==> config.mk <==
export PLATFORM = sky130hd
export DESIGN_NAME = addr_range_table
export DESIGN_NICKNAME = d
export VERILOG_FILES = /design/src/rtl/addr_range_pkg.sv /design/src/rtl/addr_range_match.sv /design/src/rtl/addr_range_table.sv
export SDC_FILE = /design/constraint.sdc
export NUM_CORES = 2
export LEC_CHECK = 0
export CORE_MARGIN = 4
export CORE_UTILIZATION = 56
export DETAILED_ROUTE_END_ITERATION = 8
export PLACE_DENSITY_LB_ADDON = 0.12
export SLEW_MARGIN = 15
export SYNTH_ARGS = -nofsm -noshare
export SYNTH_HDL_FRONTEND = slang
export SYNTH_HIERARCHICAL = 1
export SYNTH_SLANG_ARGS = --single-unit
export TNS_END_PERCENT = 1
==> constraint.sdc <==
create_clock -name clk_i -period 4.56 [get_ports clk_i]
set_clock_uncertainty 0.15 [all_clocks]
set_input_delay 1.368 -clock clk_i [delete_from_list [all_inputs] [get_ports clk_i]]
set_output_delay 1.368 -clock clk_i [all_outputs]
set_load 0.02 [all_outputs]
==> src/rtl/addr_range_pkg.sv <==
// rtl/addr_range_pkg.sv - shared range and entry types for the address range table
package addr_range_pkg;

  localparam int AW = 32;

  typedef struct packed {
    logic [AW-1:0] first;
    logic [AW-1:0] last;
  } range_t;

  typedef struct packed {
    logic   valid;
    range_t rng;
  } entry_t;

endpackage

==> src/rtl/addr_range_match.sv <==
// rtl/addr_range_match.sv - combinational inclusive range compare with lowest-index priority
module addr_range_match
  import addr_range_pkg::*;
#(
  parameter int DEPTH = 8,
  parameter int IDXW  = $clog2(DEPTH)
) (
  input  entry_t [DEPTH-1:0] entries,
  input  logic   [AW-1:0]    addr,
  output logic   [DEPTH-1:0] hit_vec,
  output logic               hit,
  output logic   [IDXW-1:0]  idx
);

  // Scanning downward lets the lowest hitting index win the last assignment.
  always_comb begin
    hit_vec = '0;
    idx     = '0;
    for (int i = DEPTH - 1; i >= 0; i--) begin
      hit_vec[i] = entries[i].valid &&
                   (entries[i].rng.first <= addr) &&
                   (addr <= entries[i].rng.last);
      if (hit_vec[i]) idx = IDXW'(i);
    end
  end

  assign hit = |hit_vec;

endmodule

==> src/rtl/addr_range_table.sv <==
// rtl/addr_range_table.sv - live object bounds table with alloc/free, registered lookup and occupancy
module addr_range_table #(
  parameter int DEPTH = 8,
  parameter int AW    = addr_range_pkg::AW,
  parameter int IDXW  = $clog2(DEPTH)
) (
  input  logic            clk_i,
  input  logic            rst_ni,
  input  logic            clear_i,
  input  logic            alloc_i,
  input  logic [AW-1:0]   alloc_first_i,
  input  logic [AW-1:0]   alloc_last_i,
  input  logic            free_i,
  input  logic [AW-1:0]   free_first_i,
  input  logic            lookup_i,
  input  logic [AW-1:0]   lookup_addr_i,
  output logic            lookup_valid_o,
  output logic            lookup_hit_o,
  output logic [IDXW-1:0] lookup_idx_o,
  output logic [AW-1:0]   lookup_first_o,
  output logic [AW-1:0]   lookup_last_o,
  output logic [AW-1:0]   last_first_o,
  output logic [AW-1:0]   last_last_o,
  output logic [IDXW:0]   count_o,
  output logic            full_o,
  output logic            overflow_o,
  output logic            alloc_err_o,
  output logic            free_miss_o
);

  import addr_range_pkg::*;

  entry_t [DEPTH-1:0] ents, ents_d;
  logic   [IDXW-1:0]  wr_ptr, wr_ptr_d, last_ptr;
  logic   [IDXW:0]    count_q, count_d;
  logic               overflow_q, overflow_d;
  logic               alloc_err_q, free_miss_q;
  logic   [DEPTH-1:0] free_hit;
  logic               alloc_ok;

  logic               lk_valid_q, lk_hit_q;
  logic   [IDXW-1:0]  lk_idx_q;
  logic   [AW-1:0]    lk_first_q, lk_last_q;

  logic   [DEPTH-1:0] m_hit_vec;
  logic               m_hit;
  logic   [IDXW-1:0]  m_idx;

  addr_range_match #(
    .DEPTH (DEPTH),
    .IDXW  (IDXW)
  ) u_match (
    .entries (ents),
    .addr    (lookup_addr_i),
    .hit_vec (m_hit_vec),
    .hit     (m_hit),
    .idx     (m_idx)
  );

  assign alloc_ok = alloc_i && (alloc_first_i <= alloc_last_i);

  always_comb begin
    free_hit = '0;
    for (int i = 0; i < DEPTH; i++) begin
      free_hit[i] = ents[i].valid && (ents[i].rng.first == free_first_i);
    end
  end

  // Free is applied before alloc so an alloc into a just-freed wr_ptr slot wins.
  always_comb begin
    ents_d     = ents;
    wr_ptr_d   = wr_ptr;
    overflow_d = overflow_q;
    if (clear_i) begin
      for (int i = 0; i < DEPTH; i++) ents_d[i].valid = 1'b0;
      wr_ptr_d   = '0;
      overflow_d = 1'b0;
    end else begin
      if (free_i) begin
        for (int i = 0; i < DEPTH; i++) begin
          if (free_hit[i]) ents_d[i].valid = 1'b0;
        end
      end
      if (alloc_ok) begin
        ents_d[wr_ptr].valid     = 1'b1;
        ents_d[wr_ptr].rng.first = alloc_first_i;
        ents_d[wr_ptr].rng.last  = alloc_last_i;
        wr_ptr_d                 = wr_ptr + 1'b1;
        if (ents[wr_ptr].valid) overflow_d = 1'b1;
      end
    end
  end

  always_comb begin
    count_d = '0;
    for (int i = 0; i < DEPTH; i++) begin
      count_d = count_d + {{IDXW{1'b0}}, ents_d[i].valid};
    end
  end

  always_ff @(posedge clk_i or negedge rst_ni) begin
    if (!rst_ni) begin
      ents        <= '0;
      wr_ptr      <= '0;
      count_q     <= '0;
      overflow_q  <= 1'b0;
      alloc_err_q <= 1'b0;
      free_miss_q <= 1'b0;
      lk_valid_q  <= 1'b0;
      lk_hit_q    <= 1'b0;
      lk_idx_q    <= '0;
      lk_first_q  <= '0;
      lk_last_q   <= '0;
    end else begin
      ents        <= ents_d;
      wr_ptr      <= wr_ptr_d;
      count_q     <= count_d;
      overflow_q  <= overflow_d;
      alloc_err_q <= !clear_i && alloc_i && (alloc_first_i > alloc_last_i);
      free_miss_q <= !clear_i && free_i && !(|free_hit);
      lk_valid_q  <= lookup_i;
      if (lookup_i) begin
        lk_hit_q   <= m_hit;
        lk_idx_q   <= m_idx;
        lk_first_q <= m_hit_vec[m_idx] ? ents[m_idx].rng.first : '0;
        lk_last_q  <= m_hit_vec[m_idx] ? ents[m_idx].rng.last  : '0;
      end else begin
        lk_hit_q   <= 1'b0;
        lk_idx_q   <= '0;
        lk_first_q <= '0;
        lk_last_q  <= '0;
      end
    end
  end

  // Entry DEPTH-1 holds zero bounds until it is first written, so this reads 0 before any alloc.
  assign last_ptr       = wr_ptr - 1'b1;
  assign last_first_o   = ents[last_ptr].rng.first;
  assign last_last_o    = ents[last_ptr].rng.last;

  assign lookup_valid_o = lk_valid_q;
  assign lookup_hit_o   = lk_hit_q;
  assign lookup_idx_o   = lk_idx_q;
  assign lookup_first_o = lk_first_q;
  assign lookup_last_o  = lk_last_q;
  assign count_o        = count_q;
  assign full_o         = (count_q == (IDXW+1)'(DEPTH));
  assign overflow_o     = overflow_q;
  assign alloc_err_o    = alloc_err_q;
  assign free_miss_o    = free_miss_q;

endmodule

Word level (Yosys, flattened, before mapping). Index checks and enable logic that the tools add are counted.

Bits in registers: 599. Output and inout port bits: 141. Logic and storage cells: 182.

Equality and inequality tests: 9. Bitwise logic cells: 1. $lt $le $gt $ge: 22. Add/sub/neg operators: 9. Mux-type cells: 69. Reduce and logical (&&, ||, !) cells: 38.

Operator list (number): 520-bit bitwise mux (3); 65-bit binary-select mux with 3-bit select (3); 65-bit demux with 3-bit select (3); 32-bit less-or-equal comparator (17); 520-bit 2-to-1 mux (1); 32-bit == test (8); 64-bit 2-to-1 mux (3); 32-bit 2-to-1 mux (5); 65-bit 2-to-1 mux (2); 1-bit 2-to-1 mux (37); 3-bit 2-to-1 mux (11); 32-bit greater-than comparator (1); 1-bit logical AND (30); 4-bit by 1-bit adder with 4-bit output (4); 8-bit OR reduction (2); 3-bit by 4-bit < comparator with 1-bit output, second input constant (3); 3-bit by 1-bit adder with 4-bit output (1); 4-bit == test, second input constant (1); 2-bit AND reduction (2); 2-bit nonzero test (2); 2-bit by 1-bit adder with 3-bit output (1); 3-bit by 1-bit adder with 3-bit output, second input constant (1); 1-bit binary-select mux with 3-bit select (1); 3-bit by 1-bit >= comparator with 1-bit output, second input constant (1); other kinds (4) (5).

Depth between registers and ports, before layout.
Depth in word-level cells: 17. Depth in mapped cells: 18. Gate-level depth less buffers: 16.

Cells and area by module. Netlist, hierarchy kept.

By module, submodules not included: addr_range_table (times used 1, area each 33170.6 sq um, sequential area each 14989.4 sq um, cells each 2285); addr_range_match (times used 1, area each 12325.6 sq um, sequential area each 0.0 sq um, cells each 1627).

Worst setup path after synthesis. No wires, ideal clock.

Kind: input -> register. Start: in alloc_last_i[14]. End: reg count_q[2] (netlist: count_o[2]). Stages: 18. Path buffers: 2. Data arrival time: 5.482 ns. Setup slack: -1.195 ns. Cells stage by stage: inv_1 -> ha_1 -> nand4_2 -> nor4_2 -> nand2b_1 -> a31oi_1 -> a21oi_1 -> nand4_1 -> buf_2 -> buf_2 -> and2_1 -> fa_1 -> fa_1 -> fa_1 -> inv_1 -> ha_1 -> fa_1 -> xor2_1.

Longest elaborated chain between the ends: 11. Elaborated cells on any way between the ends: 18.

Ends and longest elaborated chain: start, declared (line addr_range_table.sv:12) `input logic [AW-1:0] alloc_last_i,`; 32-bit less-or-equal comparator (*) (line addr_range_table.sv:60) `assign alloc_ok = alloc_i && (alloc_first_i <= alloc_last_i);`; 1-bit logical AND (*) (line addr_range_table.sv:60); 520-bit 2-to-1 mux (*) (line addr_range_table.sv:84) `if (alloc_ok) begin`; 1-bit 2-to-1 mux (line addr_range_table.sv:74) `if (clear_i) begin`; 1-bit by 1-bit adder with 2-bit output (line addr_range_table.sv:97) `count_d = count_d + {{IDXW{1'b0}}, ents_d[i].valid};`; 2-bit by 1-bit adder with 3-bit output (line addr_range_table.sv:97); 3-bit by 1-bit adder with 4-bit output (line addr_range_table.sv:97); 4-bit by 1-bit adder with 4-bit output (3 in a row) (line addr_range_table.sv:97); 4-bit by 1-bit adder with 4-bit output (*) (line addr_range_table.sv:97); via count_d[2] (line addr_range_table.sv:35) `logic [IDXW:0] count_q, count_d;`; end signal, assigned (line addr_range_table.sv:117) `count_q <= count_d;`; end, declared (line addr_range_table.sv:35).

Mark *: on every way through the listed nets, which the timed path passes. The rest lies on a longest branch. A chain may end at the register's enable or synchronous reset.

Final worst setup path.
Start: in lookup_addr_i[12]. End: reg lk_last_q[14] (netlist: lookup_last_o[14]).

Longest elaborated chain between the ends: 15. Elaborated cells on any way between the ends: 46.

Ends and longest elaborated chain: start, declared (line addr_range_table.sv:16) `input logic [AW-1:0] lookup_addr_i,`; 32-bit less-or-equal comparator (line addr_range_match.sv:21) `(entries[i].rng.first <= addr) &&`; 1-bit logical AND (line addr_range_match.sv:20) `hit_vec[i] = entries[i].valid &&`; 1-bit logical AND (line addr_range_match.sv:21); 3-bit 2-to-1 mux (7 in a row) (line addr_range_match.sv:23) `if (hit_vec[i]) idx = IDXW'(i);`; 3-bit 2-to-1 mux (*) (line addr_range_match.sv:23); via m_idx[0] (line addr_range_table.sv:47) `logic [IDXW-1:0] m_idx;`; 65-bit binary-select mux with 3-bit select / 1-bit binary-select mux with 3-bit select (equally long branches) (line addr_range_table.sv:126) `lk_last_q <= m_hit_vec[m_idx] ? ents[m_idx].rng.last : '0;`; 64-bit 2-to-1 mux (implied by the code) / 1-bit 2-to-1 mux (equally long branches) (line addr_range_table.sv:126); 32-bit 2-to-1 mux (*) (line addr_range_table.sv:126); 32-bit 2-to-1 mux (*) (line addr_range_table.sv:122) `if (lookup_i) begin`; end signal, assigned (line addr_range_table.sv:126); end, declared (line addr_range_table.sv:43) `logic [AW-1:0] lk_first_q, lk_last_q;`.

Mark *: on every way through the listed nets, which the timed path passes. The rest lies on a longest branch. The select of a mux whose other input is x is not followed.

==> results.json <==
{
  "nets": 5690,
  "crit_start": "lookup_addr_i[12]",
  "setup_slack_ns": -0.6213,
  "yosys-mux-area-fraction_pct": 28.58,
  "seq_area_um2": 14990,
  "r2r_slack_ns": -0.05,
  "drive_above_1_share_pct": 41.53,
  "fillers": 5543,
  "tns_ns": -48.44,
  "dr.pass1.iters": 6,
  "placement_rows": 104,
  "syn_area_um2": 45500,
  "placedCellCount": 5889,
  "ir_drop_mv": 0.3496,
  "die-area_um2": 85870,
  "grt_pass1_vias": 40906,
  "detail-route-antenna-nets": 0,
  "violations": "negative setup slack",
  "critPathKind": "primary input to flop",
  "io_buffer_count": 274,
  "crit_arrival_ns": 5.55,
  "ctsLongestPathBuffers": 3,
  "die_h_um": 293.0,
  "route.vias.total": 40874,
  "grt_pass1_wl_um": 285900,
  "final_core_util_pct": 75.16,
  "end_kind": "flop",
  "final-setup-viol-count": 233,
  "yosysTopAreaCellShare_pct": 32.95,
  "hold_viol_final": 0,
  "cts_buffers": 71,
  "io_pins": 275,
  "synth.top_cells.by_area": "dfrtp_1 (33%), ha_1 (15%), mux4_2 (13%), mux2_2 (12%), xor2_1 (5.0%)",
  "syn-num-nets": 4599,
  "grt_usage_pct": 45.73,
  "initial_core_util_pct": 56.48,
  "post-route-cell-area_um2": 60540,
  "powerDensity_nw_per_um2": 352.8,
  "cts_tree": "built",
  "min_period_ns": 5.181,
  "yosysWarnings": 6,
  "power_leakage_uw": 0.02870,
  "synth_compound_area_share_pct": 6.688,
  "place_area_um2": 55560,
  "die_width_um": 293.0,
  "grt_setup_unrepaired": "true",
  "gp_congestion": 1.116,
  "final_cells": 6121,
  "relSlewSlack_pct": 45.58,
  "post-dp-hpwl_um": 150000,
  "p_total_uw": 21360,
  "ys_seq_area_share_pct": 32.95,
  "clock.fmax_mhz": 193.0,
  "ys_ff_latch": 599,
  "viasPerCell": 6.678,
  "yosys.area_share.simple_pct": 6.994,
  "grt_antenna_before_repair": 7,
  "cts-root-buf": "clkbuf_16",
  "path_max_fanout": 7,
  "synth-adder-area-share_pct": 15.27,
  "drt-initial-drc-count": 5002,
  "period_share_pct": 113.6,
  "clk-insertion-delay-late_ns": 0.65,
  "run_status": "complete, but fails checks",
  "synth_most_common_cell": "dfrtp_1",
  "synth_cell_type_count": 72,
  "hp-class": "flop to flop",
  "cp-start-kind": "primary input",
  "yosysTopAreaCell": "dfrtp_1",
  "path_clk_slew_ns": 0.07,
  "core_region_area_um2": 80550,
  "post_drt_wl_per_cell_um": 32.71,
  "maxCapViolations": 0,
  "synth-xor-area-share_pct": 4.967,
  "drc_errors": 0,
  "route.final.wire_length_um": 200200,
  "grt_max_degree": 86,
  "yosys-top-cells-count": "dfrtp_1 (599), ha_1 (549), mux2_2 (502), inv_1 (348), mux4_2 (260)",
  "synth-edff-count": 0,
  "critPathRequiredTime_ns": 4.93,
  "synthArstFlopShare_pct": 100.0,
  "multi_input_area_um2": 29970,
  "synthFlopType": "dfrtp_1",
  "maxSlewViolCount": 0,
  "synth_top_family_by_area": "multiplexers",
  "avgSynthCellArea_um2": 11.63,
  "syn_inst": 3912,
  "syn2layout_area_growth_pct": 33.07,
  "htreeDepth": 3,
  "worst_slew_pin_slew_ns": 0.8162,
  "cts_sinks": 599,
  "grt_overflow": 0
}
[cell usage in the layout, fill, tap and decap left out, types with 15 or more instances in the layout]
| master | netlist | layout |
|---|---|---|
| a21o_1 | 67 | 67 |
| a21oi_1 | 176 | 168 |
| and4_1 | 16 | 15 |
| buf_12 | 0 | 51 |
| buf_2 | 33 | 30 |
| buf_4 | 4 | 774 |
| buf_6 | 9 | 75 |
| clkbuf_16 | 0 | 76 |
| clkbuf_8 | 0 | 19 |
| clkdlybuf4s15_2 | 0 | 22 |
| clkdlybuf4s50_1 | 0 | 129 |
| clkinvlp_4 | 0 | 15 |
| dfrtp_1 | 599 | 598 |
| dlygate4sd2_1 | 0 | 62 |
| ha_1 | 549 | 502 |
| ha_4 | 0 | 46 |
| inv_1 | 348 | 304 |
| inv_2 | 0 | 31 |
| mux2_1 | 76 | 76 |
| mux2_2 | 502 | 501 |
| mux2i_1 | 64 | 63 |
| mux4_2 | 260 | 260 |
| nand2_1 | 113 | 106 |
| nand3_1 | 45 | 42 |
| nand4_1 | 123 | 123 |
| nor2_1 | 125 | 114 |
| nor2b_1 | 27 | 26 |
| nor4_1 | 82 | 55 |
| nor4_2 | 1 | 21 |
| o211ai_1 | 23 | 23 |
| o21ai_0 | 83 | 66 |
| xor2_1 | 258 | 246 |
[final cells by class]
type	count	share of cell area [%]
clock inverter	32	0.5063
clock buffer	97	3.429
antenna	2	0.008267
timing repair buffer	1188	17.38
tap	1060	2.191
inverter	348	2.228
multi-input combinational	2795	49.49
sequential	599	24.76
[per-layer routing]
layer  routed length, µm  global-route usage, %  part of all wire, %  vias up
met5                  59                      0                0.029        -
met2               85420                  67.52                   43     2882
met1               76390                  61.75                   38    20486
met4               13730                  23.84                  6.9       10
met3               24600                  12.89                   12      659
li1                    -                      -                    -    16837
[stage by stage]
step	hold slack, ns	worst slack [ns]
finish	0.4077	-0.6213
global route	0.4244	-0.6484
CTS	0.4009	-0.5691
detailed placement	0.3880	-2.036
global placement	0.3826	-2.016
floorplan	0.3490	-0.9621
[worst max-delay path: stages]
cell and delay [ns]:
buf_8 0.08, clkinvlp_4 0.08, buf_12 0.15, buf_4 0.15, buf_4 0.16, ha_1 0.26
nand4_1 0.12, or2_4 0.18, a221oi_2 0.05, buf_4 0.15, o41a_1 0.43, o21ai_4 0.27
o211ai_2 0.15, nor3b_2 0.18, a221o_4 0.48, mux4_2 0.44, mux2_4 0.32, nand2_8 0.11
buf_12 0.17, buf_12 0.16, nor2_1 0.07
[cells by family (layout without fill, tap and decap cells)]
group,after synthesis,in the layout
mux,902,902
simple gates,604,604
flops,599,599
compound gates,478,478
buf+inv,518,1665
other cells,0,2
fa+ha+maj,553,553
xor+xnor,258,258
[worst paths after layout]
| path | to | cells after the start |
|---|---|---|
| min | flop | 1 |
| max reg2reg | lookup_last_o[14] | 16 |
| min in group asynchronous | async pin | 1 |
| max in group asynchronous | async pin | 3 |
| min reg2reg | flop | 1 |
| max | lookup_last_o[14] | 21 |
[what timing repair did]
action	4_1_cts	5_1_grt
setup endpoints to repair	458	353
hold buffers	0	0
gates resized for setup	603	100
buffers inserted	82	17
cloned	6	4
pin swaps	121	54
[where the power goes]
part,internal (µW),total (µW),switching (µW)
Sequential,6080,7130,1040
Combinational,4010,8340,4330
Clock,3340,5890,2560
No activity file was read; power rests on OpenSTA's default activity.
